==> src/rtl/range_sweep_if.sv <==
// Bundle shared by the sweep controller, its two requesters and the up/down counter.
// The master modport is the controller's view; slave is the requester/counter side.
interface range_sweep_if #(
  parameter int unsigned WIDTH = 8
);
  logic [1:0]       req;
  logic [WIDTH-1:0] start_val0;
  logic [WIDTH-1:0] end_val0;
  logic [WIDTH-1:0] start_val1;
  logic [WIDTH-1:0] end_val1;
  logic [1:0]       gnt;
  logic [1:0]       done;
  logic [1:0]       err;
  logic             busy;
  logic [WIDTH-1:0] cnt_count;
  logic             cnt_load;
  logic [WIDTH-1:0] cnt_data;
  logic             cnt_u_d;
  logic             cnt_en;

  modport master (
    input  req, start_val0, end_val0, start_val1, end_val1, cnt_count,
    output gnt, done, err, busy, cnt_load, cnt_data, cnt_u_d, cnt_en
  );

  modport slave (
    output req, start_val0, end_val0, start_val1, end_val1, cnt_count,
    input  gnt, done, err, busy, cnt_load, cnt_data, cnt_u_d, cnt_en
  );
endinterface

==> src/rtl/range_sweep_ctrl.sv <==
// Round-robin sweep sequencer for a shared up/down range counter. Grants one of two
// requesters, loads its start value, counts toward its end value and pulses done, or
// pulses err if the watchdog expires first.
module range_sweep_ctrl #(
  parameter int unsigned WIDTH   = 8,
  parameter int unsigned TIMEOUT = 300  // max RUN cycles; keep >= 2**WIDTH
) (
  input  logic          clk,
  input  logic          rst,
  range_sweep_if.master bus
);

  localparam int unsigned WdW = $clog2(TIMEOUT + 1);
  localparam logic [WdW-1:0] WdLast = WdW'(TIMEOUT - 1);

  typedef enum logic [2:0] {StIdle, StLoad, StRun, StDone, StAbort} state_e;

  state_e           state_q;
  logic             rr_q;
  logic             owner_q;
  logic [WIDTH-1:0] start_q;
  logic [WIDTH-1:0] end_q;
  logic             dir_q;
  logic [WdW-1:0]   wd_q;
  logic [1:0]       gnt_q;
  logic [1:0]       done_q;
  logic [1:0]       err_q;
  logic             busy_q;
  logic             load_q;
  logic [WIDTH-1:0] data_q;
  logic             u_d_q;

  logic             pick;
  logic [WIDTH-1:0] sel_start;
  logic [WIDTH-1:0] sel_end;
  logic             sel_dir;

  // Owner selection: round-robin pointer breaks ties, otherwise the lone requester wins.
  always_comb begin
    pick = 1'b0;
    if (bus.req == 2'b11) begin
      pick = rr_q;
    end else begin
      pick = bus.req[1];
    end
    sel_start = pick ? bus.start_val1 : bus.start_val0;
    sel_end   = pick ? bus.end_val1   : bus.end_val0;
    sel_dir   = (sel_end >= sel_start);
  end

  // Sequencer: state, latched sweep bounds, watchdog and registered outputs.
  always_ff @(posedge clk or negedge rst) begin
    if (!rst) begin
      state_q <= StIdle;
      rr_q    <= 1'b0;
      owner_q <= 1'b0;
      start_q <= '0;
      end_q   <= '0;
      dir_q   <= 1'b0;
      wd_q    <= '0;
      gnt_q   <= 2'b00;
      done_q  <= 2'b00;
      err_q   <= 2'b00;
      busy_q  <= 1'b0;
      load_q  <= 1'b0;
      data_q  <= '0;
      u_d_q   <= 1'b0;
    end else begin
      unique case (state_q)
        StIdle: begin
          if (|bus.req) begin
            owner_q <= pick;
            start_q <= sel_start;
            end_q   <= sel_end;
            dir_q   <= sel_dir;
            gnt_q   <= pick ? 2'b10 : 2'b01;
            busy_q  <= 1'b1;
            load_q  <= 1'b1;
            data_q  <= sel_start;
            u_d_q   <= sel_dir;
            state_q <= StLoad;
          end
        end
        StLoad: begin
          // Counter captures start on this edge; RUN sees it from the first cycle.
          load_q  <= 1'b0;
          data_q  <= '0;
          wd_q    <= '0;
          state_q <= StRun;
        end
        StRun: begin
          if (bus.cnt_count == end_q) begin
            done_q  <= gnt_q;
            u_d_q   <= 1'b0;
            state_q <= StDone;
          end else if (wd_q == WdLast) begin
            err_q   <= gnt_q;
            u_d_q   <= 1'b0;
            state_q <= StAbort;
          end else begin
            wd_q <= wd_q + 1'b1;
          end
        end
        StDone, StAbort: begin
          done_q  <= 2'b00;
          err_q   <= 2'b00;
          gnt_q   <= 2'b00;
          busy_q  <= 1'b0;
          rr_q    <= ~owner_q;
          state_q <= StIdle;
        end
        default: state_q <= StIdle;
      endcase
    end
  end

  assign bus.gnt      = gnt_q;
  assign bus.done     = done_q;
  assign bus.err      = err_q;
  assign bus.busy     = busy_q;
  assign bus.cnt_load = load_q;
  assign bus.cnt_data = data_q;
  assign bus.cnt_u_d  = u_d_q;
  // Combinational so the enable drops in the very cycle the count matches (no overshoot).
  assign bus.cnt_en   = (state_q == StRun) && (bus.cnt_count != end_q);

endmodule

==> src/flat_wrapper.sv <==
// flat-port wrapper written by rule: the top's interface ports become plain ports
module range_sweep_ctrl_flat 
#(
  parameter int unsigned WIDTH   = 8,
  parameter int unsigned TIMEOUT = 300                                     
)
  (clk, rst, bus_req, bus_start_val0, bus_end_val0, bus_start_val1, bus_end_val1, bus_cnt_count, bus_gnt, bus_done, bus_err, bus_busy, bus_cnt_load, bus_cnt_data, bus_cnt_u_d, bus_cnt_en);
  range_sweep_if #(.WIDTH(WIDTH)) bus_i ();
  input  logic clk;
  input  logic rst;
  input wire logic [$bits(bus_i.req)-1:0] bus_req;
  input wire logic [$bits(bus_i.start_val0)-1:0] bus_start_val0;
  input wire logic [$bits(bus_i.end_val0)-1:0] bus_end_val0;
  input wire logic [$bits(bus_i.start_val1)-1:0] bus_start_val1;
  input wire logic [$bits(bus_i.end_val1)-1:0] bus_end_val1;
  input wire logic [$bits(bus_i.cnt_count)-1:0] bus_cnt_count;
  output wire logic [$bits(bus_i.gnt)-1:0] bus_gnt;
  output wire logic [$bits(bus_i.done)-1:0] bus_done;
  output wire logic [$bits(bus_i.err)-1:0] bus_err;
  output wire logic [$bits(bus_i.busy)-1:0] bus_busy;
  output wire logic [$bits(bus_i.cnt_load)-1:0] bus_cnt_load;
  output wire logic [$bits(bus_i.cnt_data)-1:0] bus_cnt_data;
  output wire logic [$bits(bus_i.cnt_u_d)-1:0] bus_cnt_u_d;
  output wire logic [$bits(bus_i.cnt_en)-1:0] bus_cnt_en;
  assign bus_i.req = bus_req;
  assign bus_i.start_val0 = bus_start_val0;
  assign bus_i.end_val0 = bus_end_val0;
  assign bus_i.start_val1 = bus_start_val1;
  assign bus_i.end_val1 = bus_end_val1;
  assign bus_i.cnt_count = bus_cnt_count;
  assign bus_gnt = bus_i.gnt;
  assign bus_done = bus_i.done;
  assign bus_err = bus_i.err;
  assign bus_busy = bus_i.busy;
  assign bus_cnt_load = bus_i.cnt_load;
  assign bus_cnt_data = bus_i.cnt_data;
  assign bus_cnt_u_d = bus_i.cnt_u_d;
  assign bus_cnt_en = bus_i.cnt_en;
  range_sweep_ctrl #(.WIDTH(WIDTH), .TIMEOUT(TIMEOUT)) u_core (.clk(clk), .rst(rst), .bus(bus_i));
endmodule
==> config.mk <==
export PLATFORM = sky130hd
export DESIGN_NAME = range_sweep_ctrl_flat
export DESIGN_NICKNAME = d
export VERILOG_FILES = /design/src/rtl/range_sweep_if.sv /design/src/rtl/range_sweep_ctrl.sv /design/src/flat_wrapper.sv
export SDC_FILE = /design/constraint.sdc
export NUM_CORES = 1
export LEC_CHECK = 0
export ABC_AREA = 1
export CORE_ASPECT_RATIO = 1.2
export CORE_MARGIN = 4
export CORE_UTILIZATION = 44
export CTS_CLUSTER_DIAMETER = 80
export DETAILED_ROUTE_END_ITERATION = 6
export PLACE_DENSITY_LB_ADDON = 0.12
export RECOVER_POWER = 50
export SLEW_MARGIN = 15
export SYNTH_ARGS = -nofsm -noshare
export SYNTH_HDL_FRONTEND = slang
export SYNTH_SLANG_ARGS = --single-unit
==> constraint.sdc <==
create_clock -name clk -period 1.9 [get_ports clk]
set_input_delay 0.38 -clock clk [delete_from_list [all_inputs] [get_ports clk]]
set_output_delay 0.38 -clock clk [all_outputs]
set_load 0.005 [all_outputs]
* After elaboration in Yosys (flattened, before gate mapping)
Index checks and enable logic that the tools add are counted.
Cells by class: $add $sub $neg 1, magnitude comparators 1, eq/ne operators 14, muxes and demuxes 27, bitwise logic cells 1, reductions and logical operators 17
Operator list (count):
- 2-to-1 mux 8 bit | 3
- 2-to-1 mux 9 bit | 2
- one-hot mux 9 bit (2 select lines) | 1
- one-hot mux 8 bit (2 select lines) | 1
- one-hot mux 2 bit (2 select lines) | 3
- 2-to-1 mux 2 bit | 5
- AND reduction 2 bit | 5
- nonzero test 2 bit | 5
- adder 9 x 1 -> 9 bit (second input constant) | 1
- equality test 9 bit (second input constant) | 1
- 2-to-1 mux 3 bit | 3
- one-hot mux 3 bit (3 select lines) | 1
- AND reduction 3 bit | 3
- equality test 8 bit | 1
- >= comparator 8 bit | 1
- != test 8 bit | 1
- equality test 3 x 2 -> 1 bit (second input constant) | 2
- != test 2 x 1 -> 1 bit (second input constant) | 3
- one-hot mux 1 bit (2 select lines) | 3
- 2-to-1 mux 1 bit | 5
- != test 2 bit (second input constant) | 2
- OR reduction 2 bit | 2
- equality test 3 x 1 -> 1 bit (second input constant) | 1
- equality test 3 bit (second input constant) | 1
- other kinds (5) | 5
Storage, ports and cells: flip-flop bits (word level) 39, bits of input ports 44, output and inout bits 18, logic and storage cells 73

* Longest topological paths before layout
Gate-level depths: netlist of run 1.
depth in word-level cells 6, depth in mapped cells 16, depth with buffers taken out 14

* Worst setup path before layout of run 1
OpenSTA, ideal clock, no wires.
path type input port to flip-flop, from input port bus_req[0], to register u_core.u_d_q, in the netlist u_core.bus.cnt_u_d, library setup time 0.116 ns, arrival 1.794 ns, required time 1.784 ns, setup slack -0.011 ns, stages on the path 16, buffers on the path 2, cell sequence inv_1 -> o21ai_1 -> buf_4 -> buf_4 -> nand2_1 -> o21a_1 -> inv_1 -> ha_1 -> inv_1 -> a21oi_1 -> o21bai_1 -> nand2_1 -> nand2_1 -> nand2_1 -> nand2_1 -> nand2_1
Between the ends: longest elaborated chain between the ends 6, elaborated cells on any way between the ends 10, those cells by class order compare: 1; eq/ne: 2; mux: 5; reduce/logical: 2
Ends and longest elaborated chain:
- start, declared | line flat_wrapper.sv:11 | input wire logic [$bits(bus_i.req)-1:0] bus_req;
- equality test 2 bit | line range_sweep_ctrl.sv:41 | if (bus.req == 2'b11) begin
- 2-to-1 mux 1 bit | line range_sweep_ctrl.sv:41
- 2-to-1 mux 8 bit (on tied branches) | line range_sweep_ctrl.sv:47, range_sweep_ctrl.sv:46
- >= comparator 8 bit | line range_sweep_ctrl.sv:48 | sel_dir = (sel_end >= sel_start);
- 2-to-1 mux 1 bit | line range_sweep_ctrl.sv:71 | if (|bus.req) begin
- one-hot mux 1 bit (2 select lines) | line range_sweep_ctrl.sv:69 | unique case (state_q)
- end signal, assigned | line range_sweep_ctrl.sv:80 | u_d_q <= sel_dir;
- end, declared | line range_sweep_ctrl.sv:31 | logic u_d_q;
Parallel ways exist; a longest one is shown, timed or not. The select of a mux whose other input is x is not followed. A chain may end at the register's enable or synchronous reset.

* Worst setup path after layout of run 1
from register u_core.rr_q, to register u_core.u_d_q, in the netlist u_core.bus.cnt_u_d
Between the ends: longest elaborated chain between the ends 5, elaborated cells on any way between the ends 6, those cells by class order compare: 1; mux: 5
Ends and longest elaborated chain:
- start, declared | line range_sweep_ctrl.sv:19 | logic rr_q;
- start signal, assigned | line range_sweep_ctrl.sv:109 | rr_q <= ~owner_q;
- 2-to-1 mux 1 bit * | line range_sweep_ctrl.sv:41
- 2-to-1 mux 8 bit (on tied branches) | line range_sweep_ctrl.sv:47, range_sweep_ctrl.sv:46
- >= comparator 8 bit * | line range_sweep_ctrl.sv:48
- 2-to-1 mux 1 bit * | line range_sweep_ctrl.sv:71
- one-hot mux 1 bit (2 select lines) * | line range_sweep_ctrl.sv:69
Every way passes the cells marked *; elsewhere a longest branch is shown, timed or not. The select of a mux whose other input is x is not followed.

==> results by group, run 1 <==
Clock network
  • CTS Sinks: 39
  • CTS max path bufs: 2
  • Clock Pin Slew Worst Setup and Hold Paths: 0.07 ns
  • CTS tree: built
  • H-tree depth: 2
  • CTS Buf Count: 5
  • Clk_lat worst skew: 0.29 ns
  • Root buf cell: clkbuf_8

Setup path
  • Setup CP Type: reg -> reg
  • Most used cell, CP: nand2_1
  • Critical path's largest stage delay: 0.41 ns
  • CP endpoint kind: flop
  • Worst r2r src: u_core.rr_q$_DFFE_PN0P_
  • Critical-path cell list: o21ai_4, buf_8, buf_6, o21a_1, inv_1, ha_1, inv_1, a21oi_2, o21bai_1, nand2_1, nand2_1, nand2_1, nand2_1, nand2_1
  • Worst EP required: 2.08 ns
  • CP startpoint kind: flop
  • CP Max Fanout: 7
  • Critical Path Slowest Stage Cell: dfrtp_1
  • Crit path DAT: 2.10 ns
  • Crit. Startpoint: u_core.rr_q$_DFFE_PN0P_
  • Worst-case reg-to-reg path depth: 14

Route
  • DRT Pass-1 Iters: 4
  • Total wire length: 5.851 mm
  • Met2 Wirelength: 2.921 mm
  • Average wire per standard cell: 12.92 µm
  • Wl on met1: 2.529 mm
  • DR iter-0 viols: 79
  • Vias/cell: 4.863
  • Uppermost routed layer: met4
  • Vias: 2203
  • Met3 routed wirelength: 296 µm
  • # DRC: 0
  • Post-route ant nets: 0

Finish
  • Antenna diodes: 0
  • Share of cells above drive strength 1: 22.25%
  • Fin util: 63.86%
  • Area growth syn-to-layout: 40.61%
  • Most frequent cells in the layout: nand2_1 (94), clkdlybuf4s50_1 (49), dfrtp_1 (39)
  • # nets final: 443
  • Finished Layout Cells: 453
  • Commonest non-fill, non-tap cell in the layout: nand2_1

Logic synthesis
  • Async set-reset flop share out of synthesis: 100.0%
  • Post-synth EDFFs: 0
  • Syn Inst Count: 294
  • Post-synthesis simple-gate area fraction: 30.79%
  • Synth Area in XOR/XNOR: 2.184%
  • Seq/Total Area, Yosys: 40.56%
  • Ys flop type: dfrtp_1
  • Mapped Area: 2406 µm²
  • Syn nets: 347
  • Synth unique cells: 33
  • Synth Area in Compound Gates: 10.09%
  • Post-synthesis mux area share: 3.328%
  • Largest family of logic cells by synthesized area: simple AND/OR/NAND/NOR gates
  • Adder-cell share of the synthesized area: 4.680%
  • Yosys reg bits: 39
  • YS warnings: 0
  • Avg Inst Size Synth: 8.184 µm²

STA
  • Final worst slack: -0.01295 ns
  • Hold WS: 0.4708 ns
  • Period utilisation layout: 100.7%
  • RSZ-0062 raised after global routing: true
  • Final Hold Violating Endpoints: 0
  • Slew HR: 60.23%
  • Final Skew: 0.004309 ns
  • Setup Viol. Count Final: 1
  • Final worst path period need: 1.913 ns
  • Final slew viol count: 0
  • Tightest Pin Transition: 0.5965 ns
  • Fmax: 522.8 MHz

Die
  • Die area: 6720 µm²
  • Top-level I/O count: 62
  • Initial Util: 45.42%
  • Core Area: 5298 µm²
  • Die width: 75.51 µm
  • Num rows: 29
  • DIE HEIGHT: 89.01 µm

GRT
  • Total track usage: 18.99%
  • Largest net degree at the start of global routing: 27
  • Overflow after GRT: 0
  • First-pass GRT wire length: 9.784 mm
  • Initial antenna violation count: 0
  • Number of global-route vias before repair: 2178

Power
  • Leak: 1.732 nW
  • PwrDens: 1210 nW/µm²
  • Worst VDD drop: 0.6384 mV

Run status
  • Outcome: finished, violations left
  • Violated checks: negative setup slack

Worst hold path
  • Worst Hold Class: reg -> reg
  • Hold path start: u_core.bus.done[0]$_DFFE_PN0P_
  • Hold Path Cell Cnt: 2

Place
  • DP Wirelength: 4.502 mm
  • Port bufs: 61
  • GPL Wtd Cong: 0.8445
  • Post-Place Cells: 440

Flow run
  • Max_cap viols: 0
-- repair_timing --
action / 4_1_cts / 5_1_grt
buffers inserted: 2 / 1
pin swaps: 9 / 6
hold buffers: 1 / 0
hold endpoints to repair: 9 / 0
setup endpoints to repair: 2 / 2
cloned: 1 / 0
resized for setup: 21 / 10
-- area by class of cell --
class / instances / area (µm²)
Fill cell: 480 / 1914
Clock buffer: 7 / 76.32
Inverter: 32 / 120.1
Timing Repair Buffer: 98 / 888.4
Clock inverter: 1 / 5.005
Sequential cell: 39 / 975.9
Multi-Input combinational cell: 214 / 1240
Tap cell: 62 / 77.57
-- final timing paths --
path,end,slack [ns]
min,u_core.bus.done[0]$_DFFE_PN0P_,0.47
min in group asynchronous,u_core.end_q[6]$_DFFE_PN0P_,0.60
max reg2reg,u_core.bus.cnt_u_d$_DFFE_PN0P_,-0.01
max in group asynchronous,u_core.rr_q$_DFFE_PN0P_,0.49
max,u_core.bus.cnt_u_d$_DFFE_PN0P_,-0.01
min reg2reg,u_core.bus.done[0]$_DFFE_PN0P_,0.47
-- synthesized netlist by cell type, drive strengths merged, types with 4 or more instances --
| library cell | instances | share of area (%) |
|---|---|---|
| a21oi | 7 | 2.2 |
| nand2 | 106 | 18 |
| inv | 32 | 5.0 |
| nand4 | 4 | 1.3 |
| dfrtp | 39 | 41 |
| xnor2 | 5 | 1.8 |
| mux2i | 8 | 3.3 |
| buf | 9 | 3.4 |
| o21ai | 22 | 6.0 |
| nor2 | 20 | 5.3 |
| nand3 | 21 | 4.8 |
| ha | 9 | 4.7 |
-- per-stage QoR --
step / total power, mW / cell area (µm²) / TNS, ns / setup slack, ns
6_report: 4.093 / 3383 / -0.01295 / -0.01295
5_1_grt: 4.461 / 3383 / -0.3012 / -0.1470
4_1_cts: 4.209 / 3391 / -0.01695 / -0.01695
3_5_place_dp: 3.598 / 3248 / -1.591 / -0.6006
3_3_place_gp: 3.558 / 3248 / -1.410 / -0.5847
2_1_floorplan: 2.796 / 2406 / 0 / 0.03937
-- logic make-up after synthesis --
| group | after synthesis |
|---|---|
| AND/OR/NAND/NOR | 156 |
| flip-flops | 39 |
| AO/OA/AOI/OAI | 35 |
| multiplexers | 8 |
| buffers and inverters | 41 |
| XOR/XNOR | 6 |
| adder cells (fa/ha/maj) | 9 |
-- routing by layer --
metal | vias up | track usage (%)
li1 | 1127 | -
met1 | 1010 | 23.33
met2 | 56 | 32.84
met3 | 10 | 4.162
met4 | 0 | 5.882
met5 | - | 0
-- power by group --
part | internal (mW) | switching (mW) | total, mW
Clock | 0.258 | 0.286 | 0.544
Sequential | 1.14 | 0.205 | 1.34
Combinational | 1.03 | 1.17 | 2.21
Total | 2.43 | 1.67 | 4.09
-- state kept, by name, indices dropped and copies added (netlist names) --
signal	flops
u_core.wd_q	9
u_core.rr_q	1
u_core.bus.busy	1
u_core.bus.err	2
u_core.owner_q	1
u_core.bus.done	2
u_core.end_q	8
u_core.state_q	3
u_core.bus.gnt	2
u_core.bus.cnt_load	1
u_core.bus.cnt_data	8
u_core.bus.cnt_u_d	1
-- worst max-delay path, delay by kind of cell, from the launching register on --
family                   cells  cell delay (ns)
AO/OA/AOI/OAI                4             0.47
flip-flops                   1             0.41
buffers and inverters        4             0.37
AND/OR/NAND/NOR              5             0.29
adder cells (fa/ha/maj)      1             0.26
No activity file was read; power rests on OpenSTA's default activity.
==> inputs of run 2 (changes only) <==
--- a/config.mk
+++ b/config.mk
@@ -11,8 +11,10 @@
 export CORE_UTILIZATION = 44
 export CTS_CLUSTER_DIAMETER = 80
 export DETAILED_ROUTE_END_ITERATION = 6
+export GPL_ROUTABILITY_DRIVEN = 0
 export PLACE_DENSITY_LB_ADDON = 0.12
 export RECOVER_POWER = 50
+export SETUP_SLACK_MARGIN = 0.1
 export SLEW_MARGIN = 15
 export SYNTH_ARGS = -nofsm -noshare
 export SYNTH_HDL_FRONTEND = slang
==> results by group, run 2 (synthesized netlist as in run 1, its figures left out) <==
STA
  • Slew HR: 33.33%
  • Final worst path period need: 1.937 ns
  • Tightest Pin Transition: 1.000 ns
  • RSZ-0062 raised after global routing: true
  • Final Hold Violating Endpoints: 0
  • Fmax: 516.2 MHz
  • Final worst slack: -0.03714 ns
  • Final Skew: 0.003154 ns
  • Period utilisation layout: 102.0%
  • Hold WS: 0.2305 ns
  • Setup Viol. Count Final: 1
  • Final slew viol count: 0

Clock network
  • CTS max path bufs: 2
  • H-tree depth: 2
  • Root buf cell: clkbuf_8
  • Clk_lat worst skew: 0.29 ns
  • CTS Buf Count: 5
  • CTS Sinks: 39
  • Clock Pin Slew Worst Setup and Hold Paths: 0.08 ns
  • CTS tree: built

Route
  • DRT Pass-1 Iters: 4
  • DR iter-0 viols: 74
  • # DRC: 0
  • Average wire per standard cell: 13.17 µm
  • Vias/cell: 4.861
  • Total wire length: 6.045 mm
  • Post-route ant nets: 0
  • Vias: 2231

Setup path
  • Most used cell, CP: nand2_1
  • Critical Path Slowest Stage Cell: dfrtp_1
  • Crit path DAT: 2.13 ns
  • CP Max Fanout: 8
  • Worst-case reg-to-reg path depth: 12
  • RR Endpoint: u_core.bus.cnt_u_d$_DFFE_PN0P_
  • CP startpoint kind: flop
  • CP endpoint kind: flop
  • Worst r2r src: u_core.rr_q$_DFFE_PN0P_
  • Worst EP required: 2.09 ns
  • Flop2flop setup slack: -0.04 ns
  • Critical-path cell list: o21ai_4, buf_12, mux2i_2, ha_1, inv_2, a21oi_2, o21bai_1, nand2_1, nand2_1, nand2_1, nand2_1, nand2_1
  • Critical path's largest stage delay: 0.41 ns
  • Setup CP Type: reg -> reg

Finish
  • Fillers: 441
  • # nets final: 449
  • FF+latch area: 975.9 µm²
  • Max reg flops: 9
  • Area growth syn-to-layout: 49.04%
  • Antenna diodes: 0
  • Multi-input gate area: 1364 µm²
  • Share of cells above drive strength 1: 28.72%
  • Post-route cell area: 3586 µm²
  • Commonest non-fill, non-tap cell in the layout: nand2_1
  • Most frequent cells in the layout: nand2_1 (92), clkdlybuf4s50_1 (49), buf_4 (39), dfrtp_1 (39), inv_1 (21)
  • Reg with most FFs: u_core.wd_q

Die
  • Num rows: 29
  • Initial Util: 45.42%
  • Die width: 75.51 µm
  • Die area: 6720 µm²
  • Core Area: 5298 µm²
  • Top-level I/O count: 62
  • DIE HEIGHT: 89.01 µm

GRT
  • Total track usage: 18.68%
  • Initial antenna violation count: 0
  • Largest net degree at the start of global routing: 27
  • Overflow after GRT: 0
  • Number of global-route vias before repair: 2191
  • First-pass GRT wire length: 9.542 mm

Run status
  • Outcome: finished, violations left
  • Violated checks: negative setup slack

Worst hold path
  • Worst Hold Class: in -> async

Power
  • Leak: 1.746 nW
  • Comb pwr share: 55.0%
  • Tot Pwr: 4.402 mW
  • Reg power frac: 30.8%
  • PwrDens: 1228 nW/µm²
  • Worst VDD drop: 0.7210 mV
  • Cell Int Power: 2.631 mW
  • P_sw: 1.772 mW
  • Clock share of power: 14.2%
  • Switch share: 40.24%

Place
  • Placed cell area: 3261 µm²
  • DP Wirelength: 4.408 mm
  • Port bufs: 61

Flow run
  • Max_cap viols: 0
==> run 2: cell type report <==
cell class                 count  share of cell area, %
clock inverter                 1                 0.2094
multi-input combinational    214                  38.03
clock buffer                   7                  2.687
tap                           62                  2.163
inverter                      32                  3.419
timing repair buffer         104                  26.27
sequential                    39                  27.22
==> run 2: power groups by stage <==
stage | Combinational (mW) | Clock, mW | Sequential [mW]
floorplan | 1.47 | 0 | 1.34
global placement | 2.18 | 0 | 1.35
detailed placement | 2.22 | 0 | 1.36
CTS | 2.35 | 0.642 | 1.35
global route | 2.69 | 0.683 | 1.39
finish | 2.42 | 0.626 | 1.36
==> run 2: worst max-delay path: cells and delay by family (launching register included) <==
family,cells,cell delay (ns)
adder cells (fa/ha/maj),1,0.28
AND/OR/NAND/NOR,5,0.26
buffers and inverters,2,0.24
multiplexers,1,0.24
flip-flops,1,0.41
AO/OA/AOI/OAI,3,0.40
==> run 2: worst max path at each step <==
| stage | from | to | slack (ns) | cells past startpoint |
|---|---|---|---|---|
| 2_1_floorplan | bus_req[0] | u_core.bus.cnt_u_d$_DFFE_PN0P_ | 0.08 | 11 |
| 3_3_place_gp | bus_req[0] | u_core.bus.cnt_u_d$_DFFE_PN0P_ | -0.53 | 12 |
| 3_5_place_dp | bus_req[0] | u_core.bus.cnt_u_d$_DFFE_PN0P_ | -0.58 | 12 |
| 4_1_cts | u_core.rr_q$_DFFE_PN0P_ | u_core.bus.cnt_u_d$_DFFE_PN0P_ | -0.06 | 10 |
| 5_1_grt | u_core.rr_q$_DFFE_PN0P_ | u_core.bus.cnt_u_d$_DFFE_PN0P_ | -0.18 | 12 |
| 6_report | u_core.rr_q$_DFFE_PN0P_ | u_core.bus.cnt_u_d$_DFFE_PN0P_ | -0.04 | 12 |
==> run 2: metrics by stage <==
step	TNS, ns	utilization, %	std cells	setup WS (ns)
final	-0.03714	67.69	459	-0.03714
after global routing	-0.2781	67.69	459	-0.1841
after CTS	-0.06305	66.32	456	-0.06305
after detailed placement	-1.459	61.55	437	-0.5773
after global placement	-1.275	61.55	437	-0.5269
after floorplan	0	-	294	0.07767
==> run 2: repair_timing <==
item                                    4_1_cts  5_1_grt
gates cloned                                  1        0
endpoints found under the setup margin        2        5
pin swaps                                    15       13
gates resized for setup                      24       21
hold buffers                                  0        0
buffers inserted                             10        4
==> run 2: per-layer routing <==
layer / global-route usage, % / part of all wire, % / vias to the layer above
met3: 3.600 / 4.3 / 11
met1: 23.38 / 43 / 1021
met5: 0 / 0 / -
met2: 31.89 / 50 / 55
met4: 6.359 / 2.2 / 0
li1: - / - / 1144
==> inputs of run 3 (changes only) <==
--- a/config.mk
+++ b/config.mk
@@ -8,7 +8,7 @@
 export ABC_AREA = 1
 export CORE_ASPECT_RATIO = 1.2
 export CORE_MARGIN = 4
-export CORE_UTILIZATION = 44
+export CORE_UTILIZATION = 50
 export CTS_CLUSTER_DIAMETER = 80
 export DETAILED_ROUTE_END_ITERATION = 6
 export GPL_ROUTABILITY_DRIVEN = 0
==> constraint.sdc (replaced) <==
create_clock -name clk -period 2.3 [get_ports clk]
set_input_delay 0.46 -clock clk [delete_from_list [all_inputs] [get_ports clk]]
set_output_delay 0.46 -clock clk [all_outputs]
set_load 0.005 [all_outputs]
==> results by group, run 3 (synthesized netlist as in run 1, its figures left out) <==
Die
  • Core Area: 4628 µm²
  • Initial Util: 51.99%
  • Die width: 71.33 µm
  • Die area: 5991 µm²
  • DIE HEIGHT: 83.99 µm
  • Num rows: 27
  • Top-level I/O count: 62

Flow run
  • Max_cap viols: 0

STA
  • Sum Neg Setup Slack: 0 ns
  • RSZ-0062 raised after global routing: true
  • Final slew viol count: 0
  • Final Hold Violating Endpoints: 0
  • Tightest Pin Transition: 1.459 ns
  • Final worst slack: 0.2282 ns
  • Setup Viol. Count Final: 0
  • Final Skew: 0.006414 ns
  • Period utilisation layout: 90.08%
  • Slew HR: 2.766%
  • Fmax: 482.7 MHz
  • Final worst path period need: 2.072 ns

Place
  • Dpl ws: -0.2944 ns
  • DP Wirelength: 4.295 mm
  • Port bufs: 61

Route
  • Vias: 2170
  • Total wire length: 5.704 mm
  • Post-route ant nets: 0
  • DR iter-0 viols: 90
  • DRT Pass-1 Iters: 4
  • # DRC: 0
  • Vias/cell: 4.898
  • Average wire per standard cell: 12.88 µm

Clock network
  • Root buf cell: clkbuf_8
  • CTS tree: built
  • CTS Sinks: 39
  • CTS max path bufs: 2
  • CTS Buf Count: 5
  • Clk_lat worst skew: 0.29 ns
  • CTS Hold Bufs: 0
  • H-tree depth: 2
  • Clock Pin Slew Worst Setup and Hold Paths: 0.07 ns

GRT
  • First-pass GRT wire length: 9.715 mm
  • Overflow after GRT: 0
  • Total track usage: 20.24%
  • Number of global-route vias before repair: 2204
  • Initial antenna violation count: 0
  • Largest net degree at the start of global routing: 27

Setup path
  • Critical Path Slowest Stage Cell: ha_1
  • Most used cell, CP: nand2_1
  • CP Max Fanout: 8
  • CP endpoint kind: flop
  • Setup CP Type: in -> reg
  • Crit path DAT: 2.26 ns
  • Worst EP required: 2.48 ns
  • Critical path's largest stage delay: 0.29 ns
  • CP startpoint kind: input pin
  • Critical-path cell list: dlygate4sd2_1, inv_2, o21ai_4, buf_12, clkinvlp_4, buf_4, nand2_1, nand2_1, ha_1, nand2_1, nor2_1, a211oi_1, nand2_1, nand2_1, nand2_1

Run status
  • Outcome: finished, final reports clean

Finish
  • Share of cells above drive strength 1: 19.48%
  • Commonest non-fill, non-tap cell in the layout: nand2_1
  • Most frequent cells in the layout: nand2_1 (97), clkdlybuf4s50_1 (54), dfrtp_1 (39)
  • # nets final: 439
  • FF+latch area: 975.9 µm²
  • Antenna diodes: 0
  • Multi-input gate area: 1234 µm²
  • Fillers: 367
  • Reg with most FFs: u_core.wd_q
  • Max reg flops: 9
  • Area growth syn-to-layout: 39.78%

Power
  • Worst VDD drop: 0.5037 mV
  • PwrDens: 989.6 nW/µm²
  • Leak: 1.707 nW

Worst hold path
  • Worst Hold Class: reg -> reg
==> run 3: repair_timing <==
item | 4_1_cts | 5_1_grt
pin swaps | 5 | 4
resized for setup | 9 | 8
setup endpoints to repair | 2 | 2
hold endpoints to repair | 0 | 0
buffers inserted | 3 | 3
cloned | 1 | 0
==> run 3: where the power goes <==
| part | internal [mW] | total, mW | switching, mW |
|---|---|---|---|
| Clock | 0.202 | 0.428 | 0.226 |
| Combinational | 0.819 | 1.79 | 0.966 |
| Sequential | 0.939 | 1.11 | 0.176 |
==> run 3: layout make-up <==
cell class	instances	area share, %
well taps	58	2.158
multi-input cells	214	36.68
flip-flops and latches	39	29.02
repair buffers	94	26.30
clock buffers	6	2.158
inverters	32	3.683
==> run 3: per-stage QoR <==
stage	hold slack [ns]	power (mW)	utilization (%)	std cells	cell area [µm²]
2_1_floorplan	0.1644	2.310	-	294	2406
3_3_place_gp	0.4471	2.858	69.37	430	3211
3_5_place_dp	0.4625	2.902	69.37	430	3211
4_1_cts	0.2049	3.380	72.45	440	3353
5_1_grt	0.5066	3.631	72.67	443	3363
6_report	0.4718	3.328	72.67	443	3363
==> run 3: final timing paths <==
kind                       depth (start not counted)  slack, ns                                 end                     startpoint
max                                               15       0.23      u_core.bus.cnt_u_d$_DFFE_PN0P_                     bus_req[0]
min                                                2       0.47       u_core.bus.err[0]$_DFFE_PN0P_  u_core.bus.err[0]$_DFFE_PN0P_
max reg2reg                                       13       0.29      u_core.bus.cnt_u_d$_DFFE_PN0P_        u_core.rr_q$_DFFE_PN0P_
min reg2reg                                        2       0.47       u_core.bus.err[0]$_DFFE_PN0P_  u_core.bus.err[0]$_DFFE_PN0P_
max in group asynchronous                          2       0.75       u_core.state_q[0]$_DFFE_PN0P_                            rst
min in group asynchronous                          1       0.50  u_core.bus.cnt_data[4]$_DFFE_PN0P_                            rst
==> run 3: per-layer routing <==
| metal | global-route usage (%) | vias to the layer above | wire [µm] |
|---|---|---|---|
| li1 | - | 1122 | - |
| met1 | 24.36 | 985 | 2393 |
| met2 | 35.62 | 55 | 2930 |
| met3 | 4.337 | 8 | 302 |
| met4 | 5.812 | 0 | 78 |
| met5 | 0 | - | 0 |
==> run 3: worst max-delay path: cells and delay by family <==
kind,cells,cell delay [ns]
buf+inv,5,0.70
simple gates,7,0.42
compound gates,2,0.39
fa+ha+maj,1,0.29
